File: src/rtl/dphy_hs_lane_seq_if.sv
// rtl/dphy_hs_lane_seq_if.sv - burst request and payload byte handshake for the HS lane sequencer
interface dphy_hs_lane_seq_if;
   logic       tx_req_i;
   logic [7:0] data_i;
   logic       data_valid_i;
   logic       data_last_i;
   logic       data_ready_o;

   // upstream packet source
   modport master (
      output tx_req_i,
      output data_i,
      output data_valid_i,
      output data_last_i,
      input  data_ready_o
   );

   // lane sequencer
   modport slave (
      input  tx_req_i,
      input  data_i,
      input  data_valid_i,
      input  data_last_i,
      output data_ready_o
   );
endinterface

File: src/rtl/dphy_hs_lane_seq.sv
// rtl/dphy_hs_lane_seq.sv - per-lane D-PHY HS burst sequencer (LP-11, LP-01, LP-00, HS-zero, sync, payload, trail)
module dphy_hs_lane_seq #(
   parameter int unsigned T_LPX     = 4,
   parameter int unsigned T_PREP    = 4,
   parameter int unsigned T_ZERO    = 8,
   parameter int unsigned T_TRAIL   = 4,
   parameter int unsigned T_EXIT    = 8,
   parameter logic [7:0]  SYNC_BYTE = 8'hB8
) (
   input  logic                clk_i,
   input  logic                rst_n_i,
   dphy_hs_lane_seq_if.slave   bus,
   output logic                lp_p_o,
   output logic                lp_n_o,
   output logic                hs_oe_o,
   output logic [7:0]          hs_byte_o,
   output logic                busy_o,
   output logic                err_o
);

   function automatic int unsigned max2(input int unsigned a, input int unsigned b);
      return (a > b) ? a : b;
   endfunction

   localparam int unsigned T_MAX = max2(max2(max2(T_LPX, T_PREP), max2(T_ZERO, T_TRAIL)), T_EXIT);
   localparam int          CNT_W = $clog2(T_MAX) + 1;

   // A timed phase of length t occupies t cycles: load t-1, leave when the counter reads zero.
   function automatic logic [CNT_W-1:0] load(input int unsigned t);
      return CNT_W'(t - 1);
   endfunction

   // ST_LAST is the single DATA cycle holding the final byte; TRAIL always follows it.
   typedef enum logic [3:0] {
      ST_STOP,
      ST_LPX,
      ST_PREP,
      ST_ZERO,
      ST_SYNC,
      ST_DATA,
      ST_LAST,
      ST_TRAIL,
      ST_EXIT
   } state_t;

   state_t           state_q, state_d;
   logic [CNT_W-1:0] cnt_q, cnt_d;
   logic             lp_p_q, lp_p_d;
   logic             lp_n_q, lp_n_d;
   logic             hs_oe_q, hs_oe_d;
   logic [7:0]       hs_byte_q, hs_byte_d;
   logic             ready_q, ready_d;
   logic             busy_q, busy_d;
   logic             err_q, err_d;
   logic             cnt_zero;

   assign cnt_zero = (cnt_q == '0);

   // Next state, shared phase counter and the registered outputs of the state being entered.
   always_comb begin
      state_d   = state_q;
      cnt_d     = cnt_q;
      err_d     = 1'b0;
      lp_p_d    = 1'b0;
      lp_n_d    = 1'b0;
      hs_oe_d   = 1'b0;
      hs_byte_d = 8'h00;
      ready_d   = 1'b0;

      case (state_q)
         ST_STOP: begin
            if (bus.tx_req_i) begin
               state_d = ST_LPX;
               cnt_d   = load(T_LPX);
            end
         end
         ST_LPX: begin
            if (cnt_zero) begin
               state_d = ST_PREP;
               cnt_d   = load(T_PREP);
            end else begin
               cnt_d = cnt_q - CNT_W'(1);
            end
         end
         ST_PREP: begin
            if (cnt_zero) begin
               state_d = ST_ZERO;
               cnt_d   = load(T_ZERO);
            end else begin
               cnt_d = cnt_q - CNT_W'(1);
            end
         end
         ST_ZERO: begin
            if (cnt_zero) begin
               state_d = ST_SYNC;
            end else begin
               cnt_d = cnt_q - CNT_W'(1);
            end
         end
         ST_SYNC, ST_DATA: begin
            if (bus.data_valid_i) begin
               state_d = bus.data_last_i ? ST_LAST : ST_DATA;
            end else begin
               // Source ran dry mid-burst: close the burst cleanly and flag it.
               state_d = ST_TRAIL;
               cnt_d   = load(T_TRAIL);
               err_d   = 1'b1;
            end
         end
         ST_LAST: begin
            state_d = ST_TRAIL;
            cnt_d   = load(T_TRAIL);
         end
         ST_TRAIL: begin
            if (cnt_zero) begin
               state_d = ST_EXIT;
               cnt_d   = load(T_EXIT);
            end else begin
               cnt_d = cnt_q - CNT_W'(1);
            end
         end
         ST_EXIT: begin
            if (cnt_zero) begin
               state_d = ST_STOP;
            end else begin
               cnt_d = cnt_q - CNT_W'(1);
            end
         end
         default: begin
            state_d = ST_STOP;
            cnt_d   = '0;
         end
      endcase

      busy_d = (state_d != ST_STOP);

      case (state_d)
         ST_STOP, ST_EXIT: begin
            lp_p_d = 1'b1;
            lp_n_d = 1'b1;
         end
         ST_LPX: begin
            lp_n_d = 1'b1;
         end
         ST_ZERO: begin
            hs_oe_d = 1'b1;
         end
         ST_SYNC: begin
            hs_oe_d   = 1'b1;
            hs_byte_d = SYNC_BYTE;
            ready_d   = 1'b1;
         end
         ST_DATA: begin
            hs_oe_d   = 1'b1;
            hs_byte_d = bus.data_i;
            ready_d   = 1'b1;
         end
         ST_LAST: begin
            hs_oe_d   = 1'b1;
            hs_byte_d = bus.data_i;
         end
         ST_TRAIL: begin
            hs_oe_d = 1'b1;
            // Trail is the inverse of the final serialized bit (MSB of the last HS byte),
            // captured on TRAIL entry and held for the whole trail.
            hs_byte_d = (state_q == ST_TRAIL) ? hs_byte_q : {8{~hs_byte_q[7]}};
         end
         default: begin
         end
      endcase
   end

   // State, counter and output registers; reset drops straight to LP-11 with no trail.
   always_ff @(posedge clk_i) begin
      if (!rst_n_i) begin
         state_q   <= ST_STOP;
         cnt_q     <= '0;
         lp_p_q    <= 1'b1;
         lp_n_q    <= 1'b1;
         hs_oe_q   <= 1'b0;
         hs_byte_q <= 8'h00;
         ready_q   <= 1'b0;
         busy_q    <= 1'b0;
         err_q     <= 1'b0;
      end else begin
         state_q   <= state_d;
         cnt_q     <= cnt_d;
         lp_p_q    <= lp_p_d;
         lp_n_q    <= lp_n_d;
         hs_oe_q   <= hs_oe_d;
         hs_byte_q <= hs_byte_d;
         ready_q   <= ready_d;
         busy_q    <= busy_d;
         err_q     <= err_d;
      end
   end

   assign lp_p_o           = lp_p_q;
   assign lp_n_o           = lp_n_q;
   assign hs_oe_o          = hs_oe_q;
   assign hs_byte_o        = hs_byte_q;
   assign busy_o           = busy_q;
   assign err_o            = err_q;
   assign bus.data_ready_o = ready_q;

endmodule

File: src/flat_wrapper.sv
// flat-port wrapper written by rule: the top's interface ports become plain ports
module dphy_hs_lane_seq_flat 
#(
   parameter int unsigned T_LPX     = 4,
   parameter int unsigned T_PREP    = 4,
   parameter int unsigned T_ZERO    = 8,
   parameter int unsigned T_TRAIL   = 4,
   parameter int unsigned T_EXIT    = 8,
   parameter logic [7:0]  SYNC_BYTE = 8'hB8
)
  (clk_i, rst_n_i, lp_p_o, lp_n_o, hs_oe_o, hs_byte_o, busy_o, err_o, bus_tx_req_i, bus_data_i, bus_data_valid_i, bus_data_last_i, bus_data_ready_o);
  dphy_hs_lane_seq_if bus_i ();
  input  logic clk_i;
  input  logic rst_n_i;
  output logic lp_p_o;
  output logic lp_n_o;
  output logic hs_oe_o;
  output logic [7:0] hs_byte_o;
  output logic busy_o;
  output logic err_o;
  input wire logic [$bits(bus_i.tx_req_i)-1:0] bus_tx_req_i;
  input wire logic [$bits(bus_i.data_i)-1:0] bus_data_i;
  input wire logic [$bits(bus_i.data_valid_i)-1:0] bus_data_valid_i;
  input wire logic [$bits(bus_i.data_last_i)-1:0] bus_data_last_i;
  output wire logic [$bits(bus_i.data_ready_o)-1:0] bus_data_ready_o;
  assign bus_i.tx_req_i = bus_tx_req_i;
  assign bus_i.data_i = bus_data_i;
  assign bus_i.data_valid_i = bus_data_valid_i;
  assign bus_i.data_last_i = bus_data_last_i;
  assign bus_data_ready_o = bus_i.data_ready_o;
  dphy_hs_lane_seq #(.T_LPX(T_LPX), .T_PREP(T_PREP), .T_ZERO(T_ZERO), .T_TRAIL(T_TRAIL), .T_EXIT(T_EXIT), .SYNC_BYTE(SYNC_BYTE)) u_core (.clk_i(clk_i), .rst_n_i(rst_n_i), .bus(bus_i), .lp_p_o(lp_p_o), .lp_n_o(lp_n_o), .hs_oe_o(hs_oe_o), .hs_byte_o(hs_byte_o), .busy_o(busy_o), .err_o(err_o));
endmodule
File: config.mk
export PLATFORM = sky130hd
export DESIGN_NAME = dphy_hs_lane_seq_flat
export DESIGN_NICKNAME = d
export VERILOG_FILES = /design/src/rtl/dphy_hs_lane_seq_if.sv /design/src/rtl/dphy_hs_lane_seq.sv /design/src/flat_wrapper.sv
export SDC_FILE = /design/constraint.sdc
export NUM_CORES = 1
export LEC_CHECK = 0
export ABC_AREA = 1
export ABC_CLOCK_PERIOD_IN_PS = 1800
export BUFFER_PORTS_ARGS = -buffer_cell sky130_fd_sc_hd__buf_2
export CAP_MARGIN = 40
export CORE_MARGIN = 3
export CORE_UTILIZATION = 53
export DETAILED_ROUTE_END_ITERATION = 8
export PLACE_DENSITY = 0.87
export SYNTH_ARGS = -nofsm -noshare
export SYNTH_HDL_FRONTEND = slang
export SYNTH_SLANG_ARGS = --single-unit
File: constraint.sdc
create_clock -name clk_i -period 1.8 [get_ports clk_i]
set_input_delay 0.09 -clock clk_i [delete_from_list [all_inputs] [get_ports clk_i]]
set_output_delay 0.09 -clock clk_i [all_outputs]
set_load 0.005 [all_outputs]
# Word level (Yosys, flattened, before mapping)
# Cells that the tools add are included.
# word_totals
regBits	22
out_inout_bits	14
word_cells	66
# op_classes
n_addsub	1
eq_ne	19
muxes	22
bitwise	1
reduce_logical	14
# ops
op	n
4-bit two-way mux	12
4-bit by 3-bit == test with 1-bit output (second input constant)	8
4-bit one-hot mux with 8 select lines	1
4-bit one-hot mux with 6 select lines	1
8-bit one-hot mux with 3 select lines	1
4-bit by 2-bit == test with 1-bit output (second input constant)	3
4-bit logical NOT	3
2-bit OR reduction	6
4-bit by 1-bit == test with 1-bit output (second input constant)	2
4-bit == test (second input constant)	2
8-bit two-way mux	1
2-bit inequality test (second input constant)	4
1-bit two-way mux	5
5-bit OR reduction	1
4-bit nonzero test	1
4-bit by 1-bit subtractor with 4-bit output (second input constant)	1
3-bit AND reduction	1
3-bit OR reduction	1
2-bit two-way mux	1
2-bit AND reduction	1
1-bit inverter	1

# Logic depth before layout (Yosys ltp)
# depth
word_depth	6
mapped_depth	11

# Least setup slack after synthesis
# No wires, ideal clock.
# synth_timing
kind	reg2reg
from	reg u_core.cnt_q[0]
to	reg u_core.hs_byte_q[3], in the netlist u_core.hs_byte_o[3]
t_arrival_ns	1.448
t_required_ns	1.727
slack_ns	0.279
stages_incl_launch_ff	11
synth_period_minus_slack_ns	1.521
cell_sequence	dfxtp_1 -> inv_1 -> ha_1 -> nand2_2 -> nor2_4 -> nand2_2 -> a21oi_4 -> nand4_4 -> nand3_1 -> nand2_1 -> a21oi_1
# synth_via
elab_chain_len	6
# synth_lines
element	line_no	source
start: declaration	dphy_hs_lane_seq.sv:47	logic [CNT_W-1:0] cnt_q, cnt_d;
start signal: assignment	dphy_hs_lane_seq.sv:187	cnt_q <= cnt_d;
4-bit logical NOT *	dphy_hs_lane_seq.sv:57	assign cnt_zero = (cnt_q == '0);
4-bit two-way mux (on tied branches)	--	
4-bit one-hot mux with 8 select lines *	dphy_hs_lane_seq.sv:70	case (state_q)
4-bit by 3-bit == test with 1-bit output	dphy_hs_lane_seq.sv:137	case (state_d)
2-bit OR reduction (no source line)	--	
8-bit one-hot mux with 3 select lines	dphy_hs_lane_seq.sv:137	
end signal: assignment	dphy_hs_lane_seq.sv:191	hs_byte_q <= hs_byte_d;
end: declaration	dphy_hs_lane_seq.sv:51	logic [7:0] hs_byte_q, hs_byte_d;
# Every way passes the cells marked *; elsewhere a longest branch is shown, timed or not.
# A chain may end at the register's enable or synchronous reset.

# Final worst setup path
# layout_timing
from	reg u_core.cnt_q[0]
to	reg u_core.hs_byte_q[4], in the netlist u_core.hs_byte_o[4]
# Same word-level chain as after synthesis.

==> results.cfg <==
[status]
status = finished clean

[synth]
synthTopCellsByArea = dfxtp_1 36%, nand2_1 15%, a21oi_1 7.0%
syn_nets = 184
ys_seq_area_frac = 0.362
synthesis.area_mm2 = 0.00122
synth-main-ff-cell = dfxtp_1
async_flop_share = 0
synth_top_area_share = 0.362
ys_ff_latch = 22
yosysMostFrequentCell = nand2_1
synthCells = 170
yosys_warnings = 0
synth_top_cell_by_area = dfxtp_1
netlist_top_cells_count = 50 x nand2_1, 22 x dfxtp_1, 17 x a21oi_1, 17 x inv_1, 9 x nand3_1
avgSynthCellArea_um2 = 7.16
netlist-cell-type-count = 30
synth_edf_count = 0

[drt]
routed_via_density = 5.34
drtAntennaViolNets = 0
firstDrtPassIters = 4
wl_per_cell_um = 12.5
drtIter0Drc = 26
drt-total-wl_um = 2890
vias = 1233
drc = 0

[power_and_ir_drop]
p_per_area_mw_per_mm2 = 1500
p_comb_frac = 0.559
ir_drop_mv = 0.874
p_int_mw = 1.21
total_power_mw = 2.20
clkPwrFrac = 0.122
sw_frac_of_total = 0.452
power_leakage_nw = 0.677
p_switching_mw = 0.995
seqPwrFrac = 0.319

[final_layout]
n_antenna_cell = 0
n_fill_cell = 162
area_growth_pct = 20.5
finalNetCount = 219
final_core_util = 0.711
drive_gt1_frac = 0.314

[timing]
hold_viol = 0
slew_headroom = 0.749
clock_skew_ns = 0.0103
rsz0062_at_grt = false
tightest_slew_ns = 0.375
setup_tns_ns = 0
period_needed_ns = 1.64
maxSlewViolCount = 0
finalSetupViolCount = 0
fmax_mhz = 608
period_share = 0.913

[floorplan]
rows = 16
die-area_mm2 = 0.00291
io_pins = 27
core_mm2 = 0.00206
fp.dieH_um = 53.9
dieWidth_um = 53.9
start_util = 0.590

[critical_path]
required_ns = 2.04
startpoint_type = flop
startpoint = u_core.cnt_q[0]
cp-end-kind = flop
path_class = flop to flop
r2r_end = u_core.hs_byte_o[4]
reg2reg_slack_ns = 0.16
r2r_cells = 10
worstPathArrival_ns = 1.89
cp_max_fo = 8
reg2reg_from = u_core.cnt_q[0]

[clocking]
clk_latency_ns = 0.31
cts_tree = yes
cts_root_buffer = clkbuf_4
cts_buffer_depth = 2
clk_pin_slew_ns = 0.12
htree_levels = 1
cts_buffers = 3
cts.sinks = 22

[grt]
track_usage = 0.222
grt_max_degree = 13
antenna_found_initial = 0
grt_pass1_vias = 1167
overflow = 0
grt_pass1_wl_um = 4680

[min_path]
hp-start = rst_n_i
hold_class = input port to flop
min_to = u_core.cnt_q[3]
hold-path-cell-count = 2

[placement]
dp_hpwl_um = 2230
portBuffers = 26
gp_congestion = 0.950

[run]
maxCapViolCount = 0
==> through the flow <==
step                hold WS, ns  setup WS (ns)  instance area, µm²  std cells
floorplan                 0.169          0.279                1220        170
global placement          0.305          0.194                1390        224
detailed placement        0.314         0.0847                1390        224
CTS                      0.0373         0.0471                1440        229
global route             0.0350         0.0234                1470        231
finish                   0.0386          0.156                1470        231
==> state kept, by name, summed over array words and instances, names as in the netlist <==
signal and flops:
u_core.lp_n_o 1, u_core.state_q 4, u_core.busy_o 1, u_core.hs_byte_o 8, u_core.hs_oe_o 1, u_core.bus.data_ready_o 1
u_core.cnt_q 4, u_core.err_o 1, u_core.lp_p_o 1
==> power by group through the flow <==
stage	sequential, mW	combinational [mW]	clock, mW
floorplan	0.700	0.868	0
global placement	0.701	1.07	0
detailed placement	0.708	1.11	0
CTS	0.697	1.12	0.274
global route	0.716	1.36	0.294
finish	0.702	1.23	0.269
==> area by class of cell <==
cell class | count | area (µm²) | share of cell area
clock buffer | 4 | 36.3 | 0.0247
timing repair buffer | 31 | 170 | 0.116
tap | 27 | 33.8 | 0.0230
inverter | 23 | 86.3 | 0.0589
sequential | 22 | 440 | 0.300
multi-input combinational | 124 | 699 | 0.477
==> cells by family (layout without fill, tap and decap cells) <==
logic type | Yosys count | count (layout) | share of synthesized area
AO/OA/AOI/OAI | 31 | 31 | 0.161
flip-flops | 22 | 22 | 0.362
buffers and inverters | 24 | 58 | 0.0740
AND/OR/NAND/NOR | 91 | 91 | 0.385
adder cells (fa/ha/maj) | 1 | 1 | 0.0103
XOR/XNOR | 1 | 1 | 0.00720
==> layer usage <==
metal | vias up | global-route usage | wire (µm)
li1 | 620 | - | -
met1 | 562 | 0.252 | 1240
met2 | 40 | 0.385 | 1410
met3 | 11 | 0.0360 | 143
met4 | 0 | 0.132 | 100
met5 | - | 0 | 0
==> layout by cell type, fill, tap and decap left out, types with 5 or more instances in the layout <==
cell,netlist,routed
inv_1,17,16
nand2_1,50,50
inv_2,4,5
nand3_1,9,9
buf_2,0,26
nand2_2,7,7
dfxtp_1,22,22
a21oi_1,17,17
nor2_1,8,8
==> critical path, stage by stage (launching register included) <==
cell and delay (ns):
dfxtp_1 0.36, inv_2 0.09, ha_4 0.16, nand2_2 0.07, nor2_4 0.20, nand2_2 0.10, a21oi_4 0.20, nand4_4 0.14
nand3_1 0.10, nand2_1 0.05, a21oi_1 0.12
==> timing repair <==
action / CTS / global route
gates resized for setup: 0 / 3
hold endpoints to repair: 1 / 0
setup buffers: 0 / 2
endpoints found under the setup margin: 0 / 9
hold buffers: 1 / 0
==> worst max path at each step <==
| stage | end | slack, ns |
|---|---|---|
| 2_1_floorplan | u_core.hs_byte_o[3] | 0.28 |
| 3_3_place_gp | u_core.hs_byte_o[4] | 0.19 |
| 3_5_place_dp | u_core.hs_byte_o[4] | 0.08 |
| 4_1_cts | u_core.hs_byte_o[4] | 0.05 |
| 5_1_grt | u_core.hs_byte_o[2] | 0.02 |
| 6_report | u_core.hs_byte_o[4] | 0.16 |
Power figures use the tool's default switching activity.
